`config.mk`:
```
export PLATFORM = sky130hd
export DESIGN_NAME = zacore_mem_arbiter_flat
export DESIGN_NICKNAME = d
export VERILOG_FILES = /design/src/rtl/zacore_mem_pkg.sv /design/src/rtl/zacore_mem_arbiter_if.sv /design/src/rtl/zacore_tag_fifo.sv /design/src/rtl/zacore_mem_arbiter.sv /design/src/flat_wrapper.sv
export SDC_FILE = /design/constraint.sdc
export NUM_CORES = 1
export LEC_CHECK = 0
export ABC_AREA = 1
export CORE_ASPECT_RATIO = 1.5
export CORE_MARGIN = 2
export CORE_UTILIZATION = 35
export DETAILED_ROUTE_END_ITERATION = 7
export PLACE_DENSITY = 0.7
export SLEW_MARGIN = 20
export SYNTH_ARGS = -nofsm -noshare
export SYNTH_HDL_FRONTEND = slang
export SYNTH_SLANG_ARGS = --single-unit
```
`constraint.sdc`:
```
create_clock -name i_clk -period 2.9 [get_ports i_clk]
set_input_delay 0.29 -clock i_clk [delete_from_list [all_inputs] [get_ports i_clk]]
set_output_delay 0.29 -clock i_clk [all_outputs]
set_load 0.02 [all_outputs]
```
`src/rtl/zacore_mem_pkg.sv`:
```
// Shared types and the round-robin pick helper for the Zacore memory-port arbiter.
// Payload and channel-ID type widths follow the ZM_* defaults below.
package zacore_mem_pkg;

  localparam int ZM_NUM_CH    = 2;
  localparam int ZM_ADDR_W    = 32;
  localparam int ZM_DATA_W    = 32;
  localparam int ZM_MAX_OUTST = 4;
  localparam int ZM_MASK_W    = ZM_DATA_W / 8;
  localparam int ZM_CH_W      = (ZM_NUM_CH > 1) ? $clog2(ZM_NUM_CH) : 1;
  localparam int ZM_MAX_CH    = 32;

  typedef logic [ZM_CH_W-1:0] ch_id_t;

  typedef struct packed {
    logic                 write;
    logic [ZM_ADDR_W-1:0] addr;
    logic [ZM_DATA_W-1:0] wdata;
    logic [ZM_MASK_W-1:0] wmask;
  } mem_req_t;

  // One-hot winner: first valid channel searching upward from last+1, wrapping at n.
  function automatic logic [ZM_MAX_CH-1:0] rr_pick(
    input logic [ZM_MAX_CH-1:0] vld,
    input int unsigned          last,
    input int unsigned          n
  );
    logic [ZM_MAX_CH-1:0] gnt;
    int unsigned          idx;
    gnt = '0;
    for (int unsigned k = 1; k <= ZM_MAX_CH; k++) begin
      idx = last + k;
      if (idx >= n) idx = idx - n;
      if ((k <= n) && (gnt == '0) && vld[idx[4:0]]) gnt[idx[4:0]] = 1'b1;
    end
    return gnt;
  endfunction

endpackage

```
`src/rtl/zacore_mem_arbiter_if.sv`:
```
// Request, response and memory-side bundle of the arbiter; the slave modport is the
// arbiter's own view, the master modport is the requesters/memory side.
interface zacore_mem_arbiter_if
  import zacore_mem_pkg::*;
#(
  parameter int NUM_CH = ZM_NUM_CH,
  parameter int ADDR_W = ZM_ADDR_W,
  parameter int DATA_W = ZM_DATA_W
);
  localparam int MASK_W = DATA_W / 8;

  logic [NUM_CH-1:0]        i_req_valid;
  logic [NUM_CH-1:0]        o_req_ready;
  logic [NUM_CH-1:0]        i_req_write;
  logic [NUM_CH*ADDR_W-1:0] i_req_addr;
  logic [NUM_CH*DATA_W-1:0] i_req_wdata;
  logic [NUM_CH*MASK_W-1:0] i_req_wmask;
  logic [NUM_CH-1:0]        o_rsp_valid;
  logic [DATA_W-1:0]        o_rsp_rdata;
  logic                     o_mem_valid;
  logic                     i_mem_ready;
  logic                     o_mem_write;
  logic [ADDR_W-1:0]        o_mem_addr;
  logic [DATA_W-1:0]        o_mem_wdata;
  logic [MASK_W-1:0]        o_mem_wmask;
  logic                     i_mem_rsp_valid;
  logic [DATA_W-1:0]        i_mem_rdata;
  logic                     o_err;

  modport slave (
    input  i_req_valid, i_req_write, i_req_addr, i_req_wdata, i_req_wmask,
    input  i_mem_ready, i_mem_rsp_valid, i_mem_rdata,
    output o_req_ready, o_rsp_valid, o_rsp_rdata,
    output o_mem_valid, o_mem_write, o_mem_addr, o_mem_wdata, o_mem_wmask, o_err
  );

  modport master (
    output i_req_valid, i_req_write, i_req_addr, i_req_wdata, i_req_wmask,
    output i_mem_ready, i_mem_rsp_valid, i_mem_rdata,
    input  o_req_ready, o_rsp_valid, o_rsp_rdata,
    input  o_mem_valid, o_mem_write, o_mem_addr, o_mem_wdata, o_mem_wmask, o_err
  );

endinterface

```
`src/rtl/zacore_tag_fifo.sv`:
```
// Channel-ID FIFO tracking outstanding requests in issue order; head is read combinationally.
// Push when full and pop when empty are ignored; simultaneous push/pop keeps the count.
module zacore_tag_fifo #(
  parameter int DEPTH = 4,
  parameter int W     = 1
) (
  input  logic         i_clk,
  input  logic         i_rst_n,
  input  logic         push,
  input  logic         pop,
  input  logic [W-1:0] din,
  output logic         full,
  output logic         empty,
  output logic [W-1:0] head
);
  localparam int             PW       = (DEPTH > 1) ? $clog2(DEPTH) : 1;
  localparam logic [PW:0]    FULL_CNT = (PW+1)'(DEPTH);

  logic [W-1:0]  mem_q [DEPTH];
  logic [PW-1:0] wr_ptr_q;
  logic [PW-1:0] rd_ptr_q;
  logic [PW:0]   cnt_q;
  logic          do_push;
  logic          do_pop;

  assign full    = (cnt_q == FULL_CNT);
  assign empty   = (cnt_q == '0);
  assign head    = mem_q[rd_ptr_q];
  assign do_push = push && !full;
  assign do_pop  = pop && !empty;

  // DEPTH is a power of two, so pointers wrap naturally.
  always_ff @(posedge i_clk or negedge i_rst_n) begin
    if (!i_rst_n) begin
      wr_ptr_q <= '0;
      rd_ptr_q <= '0;
      cnt_q    <= '0;
      for (int i = 0; i < DEPTH; i++) mem_q[i] <= '0;
    end else begin
      if (do_push) begin
        mem_q[wr_ptr_q] <= din;
        wr_ptr_q        <= wr_ptr_q + 1'b1;
      end
      if (do_pop) rd_ptr_q <= rd_ptr_q + 1'b1;
      case ({do_push, do_pop})
        2'b10:   cnt_q <= cnt_q + 1'b1;
        2'b01:   cnt_q <= cnt_q - 1'b1;
        default: cnt_q <= cnt_q;
      endcase
    end
  end

endmodule

```
`src/rtl/zacore_mem_arbiter.sv`:
```
// Round-robin merge of NUM_CH requesters onto one in-order memory port; request and response
// each take one registered cycle. Holds o_mem_* while stalled, no grant when MAX_OUTST in flight.
module zacore_mem_arbiter
  import zacore_mem_pkg::*;
#(
  parameter int NUM_CH    = ZM_NUM_CH,
  parameter int ADDR_W    = ZM_ADDR_W,
  parameter int DATA_W    = ZM_DATA_W,
  parameter int MAX_OUTST = ZM_MAX_OUTST
) (
  input  logic                 i_clk,
  input  logic                 i_rst_n,
  zacore_mem_arbiter_if.slave  bus
);
  localparam int MASK_W = DATA_W / 8;

  mem_req_t             req_q;
  mem_req_t             req_d;
  logic                 mem_valid_q;
  logic                 run_q;
  logic                 err_q;
  logic [NUM_CH-1:0]    rsp_valid_q;
  logic [DATA_W-1:0]    rsp_rdata_q;
  ch_id_t               last_grant_q;
  ch_id_t               gnt_id;
  ch_id_t               fifo_head;
  logic [NUM_CH-1:0]    gnt_oh;
  logic [ZM_MAX_CH-1:0] vld_ext;
  logic [ZM_MAX_CH-1:0] pick;
  logic                 free;
  logic                 grant;
  logic                 fifo_full;
  logic                 fifo_empty;
  logic                 rsp_pop;

  always_comb begin
    vld_ext               = '0;
    vld_ext[NUM_CH-1:0]   = bus.i_req_valid;
    pick = rr_pick(vld_ext, {{(32-ZM_CH_W){1'b0}}, last_grant_q}, 32'(NUM_CH));
  end

  // run_q keeps o_req_ready low until the first edge after reset release.
  assign free   = !mem_valid_q || bus.i_mem_ready;
  assign grant  = run_q && free && !fifo_full && (|bus.i_req_valid);
  assign gnt_oh = grant ? pick[NUM_CH-1:0] : '0;

  always_comb begin
    gnt_id = '0;
    for (int c = 0; c < NUM_CH; c++) begin
      if (gnt_oh[c]) gnt_id = ch_id_t'(c);
    end
  end

  always_comb begin
    req_d       = '0;
    req_d.write = bus.i_req_write[gnt_id];
    req_d.addr  = bus.i_req_addr[gnt_id*ADDR_W +: ADDR_W];
    req_d.wdata = bus.i_req_wdata[gnt_id*DATA_W +: DATA_W];
    req_d.wmask = bus.i_req_wmask[gnt_id*MASK_W +: MASK_W];
  end

  always_ff @(posedge i_clk or negedge i_rst_n) begin
    if (!i_rst_n) begin
      run_q        <= 1'b0;
      mem_valid_q  <= 1'b0;
      req_q        <= '0;
      last_grant_q <= ch_id_t'(NUM_CH - 1);
    end else begin
      run_q <= 1'b1;
      if (grant) begin
        mem_valid_q  <= 1'b1;
        req_q        <= req_d;
        last_grant_q <= gnt_id;
      end else if (bus.i_mem_ready) begin
        mem_valid_q  <= 1'b0;
      end
    end
  end

  zacore_tag_fifo #(
    .DEPTH (MAX_OUTST),
    .W     (ZM_CH_W)
  ) u_tag_fifo (
    .i_clk   (i_clk),
    .i_rst_n (i_rst_n),
    .push    (grant),
    .pop     (rsp_pop),
    .din     (gnt_id),
    .full    (fifo_full),
    .empty   (fifo_empty),
    .head    (fifo_head)
  );

  // A response with nothing outstanding is dropped and latched as a protocol error.
  assign rsp_pop = bus.i_mem_rsp_valid && !fifo_empty;

  always_ff @(posedge i_clk or negedge i_rst_n) begin
    if (!i_rst_n) begin
      rsp_valid_q <= '0;
      rsp_rdata_q <= '0;
      err_q       <= 1'b0;
    end else begin
      rsp_valid_q <= '0;
      if (rsp_pop) begin
        rsp_valid_q[fifo_head] <= 1'b1;
        rsp_rdata_q            <= bus.i_mem_rdata;
      end
      if (bus.i_mem_rsp_valid && fifo_empty) err_q <= 1'b1;
    end
  end

  assign bus.o_req_ready = gnt_oh;
  assign bus.o_mem_valid = mem_valid_q;
  assign bus.o_mem_write = req_q.write;
  assign bus.o_mem_addr  = req_q.addr;
  assign bus.o_mem_wdata = req_q.wdata;
  assign bus.o_mem_wmask = req_q.wmask;
  assign bus.o_rsp_valid = rsp_valid_q;
  assign bus.o_rsp_rdata = rsp_rdata_q;
  assign bus.o_err       = err_q;

endmodule

```
`src/flat_wrapper.sv`:
```
// flat-port wrapper written by rule: the top's interface ports become plain ports
module zacore_mem_arbiter_flat import zacore_mem_pkg::*;
#(
  parameter int NUM_CH    = ZM_NUM_CH,
  parameter int ADDR_W    = ZM_ADDR_W,
  parameter int DATA_W    = ZM_DATA_W,
  parameter int MAX_OUTST = ZM_MAX_OUTST
)
  (i_clk, i_rst_n, bus_i_req_valid, bus_i_req_write, bus_i_req_addr, bus_i_req_wdata, bus_i_req_wmask, bus_i_mem_ready, bus_i_mem_rsp_valid, bus_i_mem_rdata, bus_o_req_ready, bus_o_rsp_valid, bus_o_rsp_rdata, bus_o_mem_valid, bus_o_mem_write, bus_o_mem_addr, bus_o_mem_wdata, bus_o_mem_wmask, bus_o_err);
  zacore_mem_arbiter_if #(.NUM_CH(NUM_CH), .ADDR_W(ADDR_W), .DATA_W(DATA_W)) bus_i ();
  input  logic i_clk;
  input  logic i_rst_n;
  input wire logic [$bits(bus_i.i_req_valid)-1:0] bus_i_req_valid;
  input wire logic [$bits(bus_i.i_req_write)-1:0] bus_i_req_write;
  input wire logic [$bits(bus_i.i_req_addr)-1:0] bus_i_req_addr;
  input wire logic [$bits(bus_i.i_req_wdata)-1:0] bus_i_req_wdata;
  input wire logic [$bits(bus_i.i_req_wmask)-1:0] bus_i_req_wmask;
  input wire logic [$bits(bus_i.i_mem_ready)-1:0] bus_i_mem_ready;
  input wire logic [$bits(bus_i.i_mem_rsp_valid)-1:0] bus_i_mem_rsp_valid;
  input wire logic [$bits(bus_i.i_mem_rdata)-1:0] bus_i_mem_rdata;
  output wire logic [$bits(bus_i.o_req_ready)-1:0] bus_o_req_ready;
  output wire logic [$bits(bus_i.o_rsp_valid)-1:0] bus_o_rsp_valid;
  output wire logic [$bits(bus_i.o_rsp_rdata)-1:0] bus_o_rsp_rdata;
  output wire logic [$bits(bus_i.o_mem_valid)-1:0] bus_o_mem_valid;
  output wire logic [$bits(bus_i.o_mem_write)-1:0] bus_o_mem_write;
  output wire logic [$bits(bus_i.o_mem_addr)-1:0] bus_o_mem_addr;
  output wire logic [$bits(bus_i.o_mem_wdata)-1:0] bus_o_mem_wdata;
  output wire logic [$bits(bus_i.o_mem_wmask)-1:0] bus_o_mem_wmask;
  output wire logic [$bits(bus_i.o_err)-1:0] bus_o_err;
  assign bus_i.i_req_valid = bus_i_req_valid;
  assign bus_i.i_req_write = bus_i_req_write;
  assign bus_i.i_req_addr = bus_i_req_addr;
  assign bus_i.i_req_wdata = bus_i_req_wdata;
  assign bus_i.i_req_wmask = bus_i_req_wmask;
  assign bus_i.i_mem_ready = bus_i_mem_ready;
  assign bus_i.i_mem_rsp_valid = bus_i_mem_rsp_valid;
  assign bus_i.i_mem_rdata = bus_i_mem_rdata;
  assign bus_o_req_ready = bus_i.o_req_ready;
  assign bus_o_rsp_valid = bus_i.o_rsp_valid;
  assign bus_o_rsp_rdata = bus_i.o_rsp_rdata;
  assign bus_o_mem_valid = bus_i.o_mem_valid;
  assign bus_o_mem_write = bus_i.o_mem_write;
  assign bus_o_mem_addr = bus_i.o_mem_addr;
  assign bus_o_mem_wdata = bus_i.o_mem_wdata;
  assign bus_o_mem_wmask = bus_i.o_mem_wmask;
  assign bus_o_err = bus_i.o_err;
  zacore_mem_arbiter #(.NUM_CH(NUM_CH), .ADDR_W(ADDR_W), .DATA_W(DATA_W), .MAX_OUTST(MAX_OUTST)) u_core (.i_clk(i_clk), .i_rst_n(i_rst_n), .bus(bus_i));
endmodule
```
Yosys cells after proc, flatten, opt, wreduce, memory -nomap -nowiden
Index checks and enable logic that the tools add are counted.
{"block": "op_classes", "add_sub_neg": 8, "multipliers": 0, "div_mod_pow": 0, "magnitude_cmp": 12, "n_eq_ne": 3, "shifts": 3, "muxes": 28, "bitwise_logic": 3, "n_reduce_logical": 21}
{"cell": "indexed part select 64 x 7 -> 32 bit", "n": 2}
{"cell": ">= comparator 32 x 2 -> 1 bit, second input constant", "n": 2}
{"cell": "zero test 32 bit", "n": 1}
{"cell": "two-way mux 32 bit", "n": 1}
{"cell": "two-way mux 1 bit", "n": 13}
{"cell": "logical AND 1 bit", "n": 12}
{"cell": "less-than comparator 5 x 6 -> 1 bit, second input constant", "n": 2}
{"cell": "binary-select mux 1 bit (select 5 bit)", "n": 2}
{"cell": "demux 1 bit (select 5 bit)", "n": 2}
{"cell": ">= comparator 5 x 1 -> 1 bit, second input constant", "n": 2}
{"cell": "two-way mux 5 bit", "n": 2}
{"cell": "subtractor 5 x 2 -> 5 bit, second input constant", "n": 2}
{"cell": "indexed part select 8 x 4 -> 4 bit", "n": 1}
{"cell": ">= comparator 3 bit, second input constant", "n": 2}
{"cell": "two-way mux 2 bit", "n": 3}
{"cell": "inverter 2 -> 3 bit", "n": 2}
{"cell": "one-hot mux 3 bit (2 select lines)", "n": 1}
{"cell": "adder 2 x 1 -> 2 bit, second input constant", "n": 2}
{"cell": "bitwise mux 4 bit", "n": 1}
{"cell": "less-than comparator 1 x 2 -> 1 bit, second input constant", "n": 2}
{"cell": "nonzero test 2 bit", "n": 2}
{"cell": "adder 1 x 2 -> 3 bit, second input constant", "n": 1}
{"cell": "adder 3 x 1 -> 3 bit, second input constant", "n": 1}
{"cell": "== test 3 bit, second input constant", "n": 1}
{"cell": "14 further kinds", "n": 16}
{"block": "totals", "ff_bits": 118, "latchBits": 0, "ramBits": 0, "mem_bits_ro": 0, "wordCells": 95, "memories": 0}

Depth between registers and ports, before layout
{"block": "depth", "depth_word": 15, "ltp_mapped": 11}

Hierarchy
A second synthesis with hierarchy kept.
{"block": "unflattened", "cells_unflattened": 693, "hier_area_um2": 5549.1}
{"module": "zacore_mem_arbiter", "instances": 1, "cells_each": 610, "area_per_inst_um2": 4880.9}
{"module": "zacore_tag_fifo", "instances": 1, "cells_each": 83, "area_per_inst_um2": 668.1}

Least setup slack after synthesis
No wires, ideal clock.
{"block": "synth_path", "path_type": "register -> register", "startpoint": "register u_core.u_tag_fifo.cnt_q[1]", "endpoint": "register u_core.u_tag_fifo.cnt_q[2]", "setup_ns": 0.131, "t_arrival_ns": 1.982, "slack_ns": 0.787, "stages_incl_launch_ff": 12, "path_buffers": 2, "synth_period_minus_slack_ns": 2.113, "path_cell_list": "dfrtp_1 > nor2_1 > nand2_1 > nand3_2 > buf_4 > buf_2 > ha_1 > inv_1 > fa_1 > a21oi_1 > o21ai_0 > xor2_1"}
{"block": "synth_between", "elab_chain_cells": 7, "elab_cells_between_ends": 15, "classes_between": "add/sub (2); eq/ne (3); mux (1); reduce/logical (9)"}
{"item": "start, declared", "line_no": "zacore_tag_fifo.sv:22", "source": "logic [PW:0] cnt_q;"}
{"item": "start signal, assigned", "line_no": "zacore_tag_fifo.sv:46", "source": "2'b10: cnt_q <= cnt_q + 1'b1;"}
{"item": "start signal, assigned", "line_no": "zacore_tag_fifo.sv:47", "source": "2'b01: cnt_q <= cnt_q - 1'b1;"}
{"item": "start signal, assigned", "line_no": "zacore_tag_fifo.sv:48", "source": "default: cnt_q <= cnt_q;"}
{"item": "== test 3 bit", "line_no": "zacore_tag_fifo.sv:26", "source": "assign full = (cnt_q == FULL_CNT);"}
{"item": "zero test 1 bit", "line_no": "zacore_tag_fifo.sv:29, zacore_mem_arbiter.sv:44"}
{"item": "logical AND 1 bit (2 in a row)", "line_no": "zacore_mem_arbiter.sv:44", "source": "assign grant = run_q && free && !fifo_full && (|bus.i_req_valid);"}
{"item": "logical AND 1 bit", "line_no": "zacore_tag_fifo.sv:29", "source": "assign do_push = push && !full;"}
{"item": "== test 2 x 1 -> 1 bit / == test 2 bit (equally long branches)", "line_no": "zacore_tag_fifo.sv:45", "source": "case ({do_push, do_pop})"}
{"item": "one-hot mux 3 bit (2 select lines) / nonzero test 2 bit (equally long branches)"}
Parallel ways exist; a longest one is shown, timed or not.
A chain may end at the register's enable or synchronous reset.

Worst setup path after layout
{"block": "layout_path", "startpoint": "input port bus_i_req_valid[0]", "endpoint": "output port bus_o_req_ready[1]"}
{"block": "layout_between", "elab_chain_cells": 7, "elab_cells_between_ends": 12, "classes_between": "mux (7); bitwise (1); reduce/logical (4)"}
{"item": "start, declared", "line_no": "flat_wrapper.sv:13", "source": "input wire logic [$bits(bus_i.i_req_valid)-1:0] bus_i_req_valid;"}
{"item": "binary-select mux 1 bit (select 5 bit)", "line_no": "zacore_mem_pkg.sv:34", "source": "if ((k <= n) && (gnt == '0) && vld[idx[4:0]]) gnt[idx[4:0]] = 1'b1;"}
{"item": "two-way mux 1 bit (not written as such)", "line_no": "zacore_mem_pkg.sv:34"}
{"item": "two-way mux 32 bit", "line_no": "zacore_mem_pkg.sv:34"}
{"item": "zero test 32 bit", "line_no": "zacore_mem_pkg.sv:34"}
{"item": "logical AND 1 bit", "line_no": "zacore_mem_pkg.sv:34"}
{"item": "two-way mux 2 bit", "line_no": "zacore_mem_pkg.sv:34"}
{"item": "two-way mux 2 bit *", "line_no": "zacore_mem_arbiter.sv:45", "source": "assign gnt_oh = grant ? pick[NUM_CH-1:0] : '0;"}
{"item": "end, declared", "line_no": "flat_wrapper.sv:21", "source": "output wire logic [$bits(bus_i.o_req_ready)-1:0] bus_o_req_ready;"}
Mark *: on every way between the ends. The rest lies on a longest branch, timed or not. The select of a mux whose other input is x is not followed.

==> run metrics <==
RSZ-0062 raised after global routing no; capturing element of the worst setup path bus_o_req_ready[1]; setup slack, reg-to-reg 0.88 ns; post-detailed-routing wire length 16600 um; number of antenna violations at the first check in global routing 0; proportion of power drawn by combinational gates between 40% and 50%; library cell with the highest instance count after synthesis sky130_fd_sc_hd__nand2_1; aggregate global routing overflow 0; overall power after layout 8.99 mW; number of placement rows 58; synthesized instance count roughly 860; largest net degree at the start of global routing 100; proportion of power drawn by flip-flops and latches 31.3%; number of buffers added by the clock tree synthesis step 17; number of library cell types mapped by synthesis 26; worst-case clock buffer depth 2; fraction of the yosys area taken by sequential cells 49.0%; most frequent cells after synthesis 343 x sky130_fd_sc_hd__nand2_1, 164 x sky130_fd_sc_hd__inv_1, 134 x sky130_fd_sc_hd__nor2_1; worst reg-to-reg path cell count 9; worst setup path category input port to primary output; top cell type's share of synthesized area 48.6%; H-tree levels 4; outcome finished clean; IO Pins 283; Worst path slowest cell sky130_fd_sc_hd__clkdlybuf4s50_1; number of flops mapped to enable cells by yosys 0; clock network power share ~20%; fraction of final layout cells with drive strength greater than 1 4.53%; Final Max Tran Viols 0; total internal power around 5.5 mW; DRT Pass-1 Iters 5; max-cap violation count 0; total number of vias approximately 5700; clock insertion delay at the later pin of the skew report roughly 0.41 ns; wire length of the first global-routing pass roughly 27000 um; largest cells by area after synthesis sky130_fd_sc_hd__dfrtp_1 49%, sky130_fd_sc_hd__nand2_1 21%, sky130_fd_sc_hd__inv_1 10%; Starting Density 35.8%; leakage power of the design approximately 5.2 nW; Async SR Flop Fraction between 90% and 100%; net switching power 3.54 mW; CTS root buffer sky130_fd_sc_hd__clkbuf_16; transition at the pin with the smallest max-transition slack 0.963 ns; Register Area 2950 sq um; clock transition at the registers of the reported paths 0.05 ns; class of the tightest hold or removal check input port to async pin; power per unit of standard cell area around 950 nW/um^2; port bufs between 200 and 300; y dimension of the die 165 um; setup clock skew after layout around 0.0072 ns; cell chain of the critical path clkdlybuf4s50_1, nor2_1, nor2_1, nand3_4, nor2_2, clkdlybuf4s50_1; total die area between 15000 and 20000 sq um; number of cells upsized or downsized after cts 0; worst endpoint data arrival time 2.08 ns; crit share post-route ~82%; synthesis-to-layout area growth 57.2%; CP peak stage delay between 0.6 and 0.7 ns; nature of the critical path startpoint input port; number of clock sinks around 120; global-route usage over all layers 18.4%; type of destination of the critical path primary output; vias per cell about 4.2; achievable frequency about 420 MHz; filler cell count around 1600; Crit Reg-Reg Startpoint u_core.u_tag_fifo.cnt_q[0]; TritonCTS clock tree yes; DP HPWL between 10000 and 15000 um; Residual DRC 0; relative slew slack roughly 36%; net count of the mapped netlist ~1000; synthesized area per cell roughly 7 sq um; Fin. Hold Viols 0; endpoint required time on the critical path around 2.6 ns; Routed wire per std cell 12.2 um; via count of the first global-routing pass approximately 5400; DIE WIDTH around 110 um; setup total negative slack 0 ns; remaining antenna violation count 0; time the worst path needs with I/O delays and setup ~2.4 ns; fin nets ~1300; launching element of the worst setup path bus_i_req_valid[0]; top fanout value on the critical path 5; register bit count reported by yosys ~120; Most used DFF post-synth sky130_fd_sc_hd__dfrtp_1; combined area of the multi-input logic cells between 2000 and 2500 sq um; detailed router's first-iteration violation count about 220; Final Setup Violations 0; RePlAce Congestion a little over 0.8; core area between 15000 and 20000 sq um; total standard cell area after synthesis about 6000 sq um; warning count from the yosys run 0; switching power share of the total between 30% and 40%; reg2reg end u_core.u_tag_fifo.cnt_q[2]; worst vdd rail ir drop 499 uV; cell accounting for the most synthesized area sky130_fd_sc_hd__dfrtp_1; antenna diode count 0
-- cell families (layout without fill, tap and decap cells) --
| logic type | after synthesis | after routing | synth area share (%) |
|---|---|---|---|
| other | 1 | 1 | 0.0623 |
| XOR/XNOR | 4 | 4 | 0.582 |
| flip-flops | 118 | 118 | 49.0 |
| adder cells (fa/ha/maj) | 6 | 6 | 1.37 |
| AND/OR/NAND/NOR | 494 | 494 | 31.4 |
| AO/OA/AOI/OAI | 35 | 35 | 3.20 |
| buffers and inverters | 204 | 489 | 14.3 |
-- how the worst min path moves through the flow --
stage / startpoint / end / slack [ns] / depth (start not counted)
after detailed placement: i_rst_n / u_core.bus.o_mem_wdata[22] / 0.11 / 1
after CTS: i_rst_n / u_core.bus.o_mem_wdata[22] / 0.21 / 2
after floorplan: i_rst_n / u_core.bus.o_err / -0.006 / 0
after global placement: i_rst_n / u_core.bus.o_mem_wdata[22] / 0.11 / 1
final: i_rst_n / u_core.bus.o_mem_addr[18] / 0.23 / 2
after global routing: i_rst_n / u_core.bus.o_mem_wdata[22] / 0.24 / 2
-- cell usage in the layout (no fill, tap or decap), drive strengths merged, types with 8 or more instances in the layout --
cell / synthesis / final
inv: 166 / 166
clkdlybuf4s50: 0 / 281
clkbuf: 4 / 21
buf: 33 / 9
nand2: 344 / 344
a21oi: 26 / 26
nand3: 8 / 8
clkinv: 1 / 9
nor2: 135 / 135
dfrtp: 117 / 117
-- area by class of cell --
type,instances,area share [%]
inverter,167,6.62
clock buffer,21,4.76
multi-input combinational,540,23.4
timing repair buffer,291,30.7
clock inverter,10,0.621
sequential,118,31.2
tap,210,2.77
-- metrics by stage --
stage                     hold slack (ns)  cells  utilization [%]  instance area [sq um]  setup WS (ns)
after floorplan                  -0.00559    862                -                   6020          0.787
after global placement              0.108   1325             53.2                   8950          0.559
after detailed placement            0.107   1325             53.2                   8950          0.554
after CTS                           0.215   1357             56.2                   9470          0.537
after global routing                0.244   1357             56.2                   9470          0.441
final                               0.233   1357             56.2                   9470          0.525
-- critical path: cells and delay by family --
family,cells,cell delay (ns)
and+or+nand+nor,4,0.59
buffers and inverters,2,1.21
-- sequential cells by signal (all words and copies together) (netlist names), 2 cells and up --
| signal | count |
|---|---|
| u_core.u_tag_fifo.wr_ptr_q | 2 |
| u_core.bus.o_mem_wmask | 4 |
| u_core.bus.o_mem_addr | 32 |
| u_core.bus.o_rsp_rdata | 32 |
| u_core.u_tag_fifo.mem_q | 4 |
| u_core.bus.o_rsp_valid | 2 |
| u_core.bus.o_mem_wdata | 32 |
| u_core.u_tag_fifo.cnt_q | 3 |
| u_core.u_tag_fifo.rd_ptr_q | 2 |
-- power groups by stage --
stage               registers, mW  clock network [mW]  logic, mW
finish                       2.82                1.81       4.36
global route                 2.91                1.94       4.80
CTS                          2.82                1.86       4.43
detailed placement           2.83                   0       4.41
global placement             2.79                   0       4.37
floorplan                    3.64                   0       1.56
-- what timing repair did --
| item | CTS | global route |
|---|---|---|
| hold endpoints to repair | 66 | 0 |
| buffers inserted | 0 | 0 |
| hold buffers | 1 | 0 |
-- per-layer routing --
layer	track usage [%]	vias up	routed length, um
met5	0	-	0
met4	5.78	0	232
met3	5.47	14	1030
met2	34.2	168	8990
met1	20.1	2499	6350
li1	-	2998	-
Note: power is estimated with default switching activity, not from simulation.
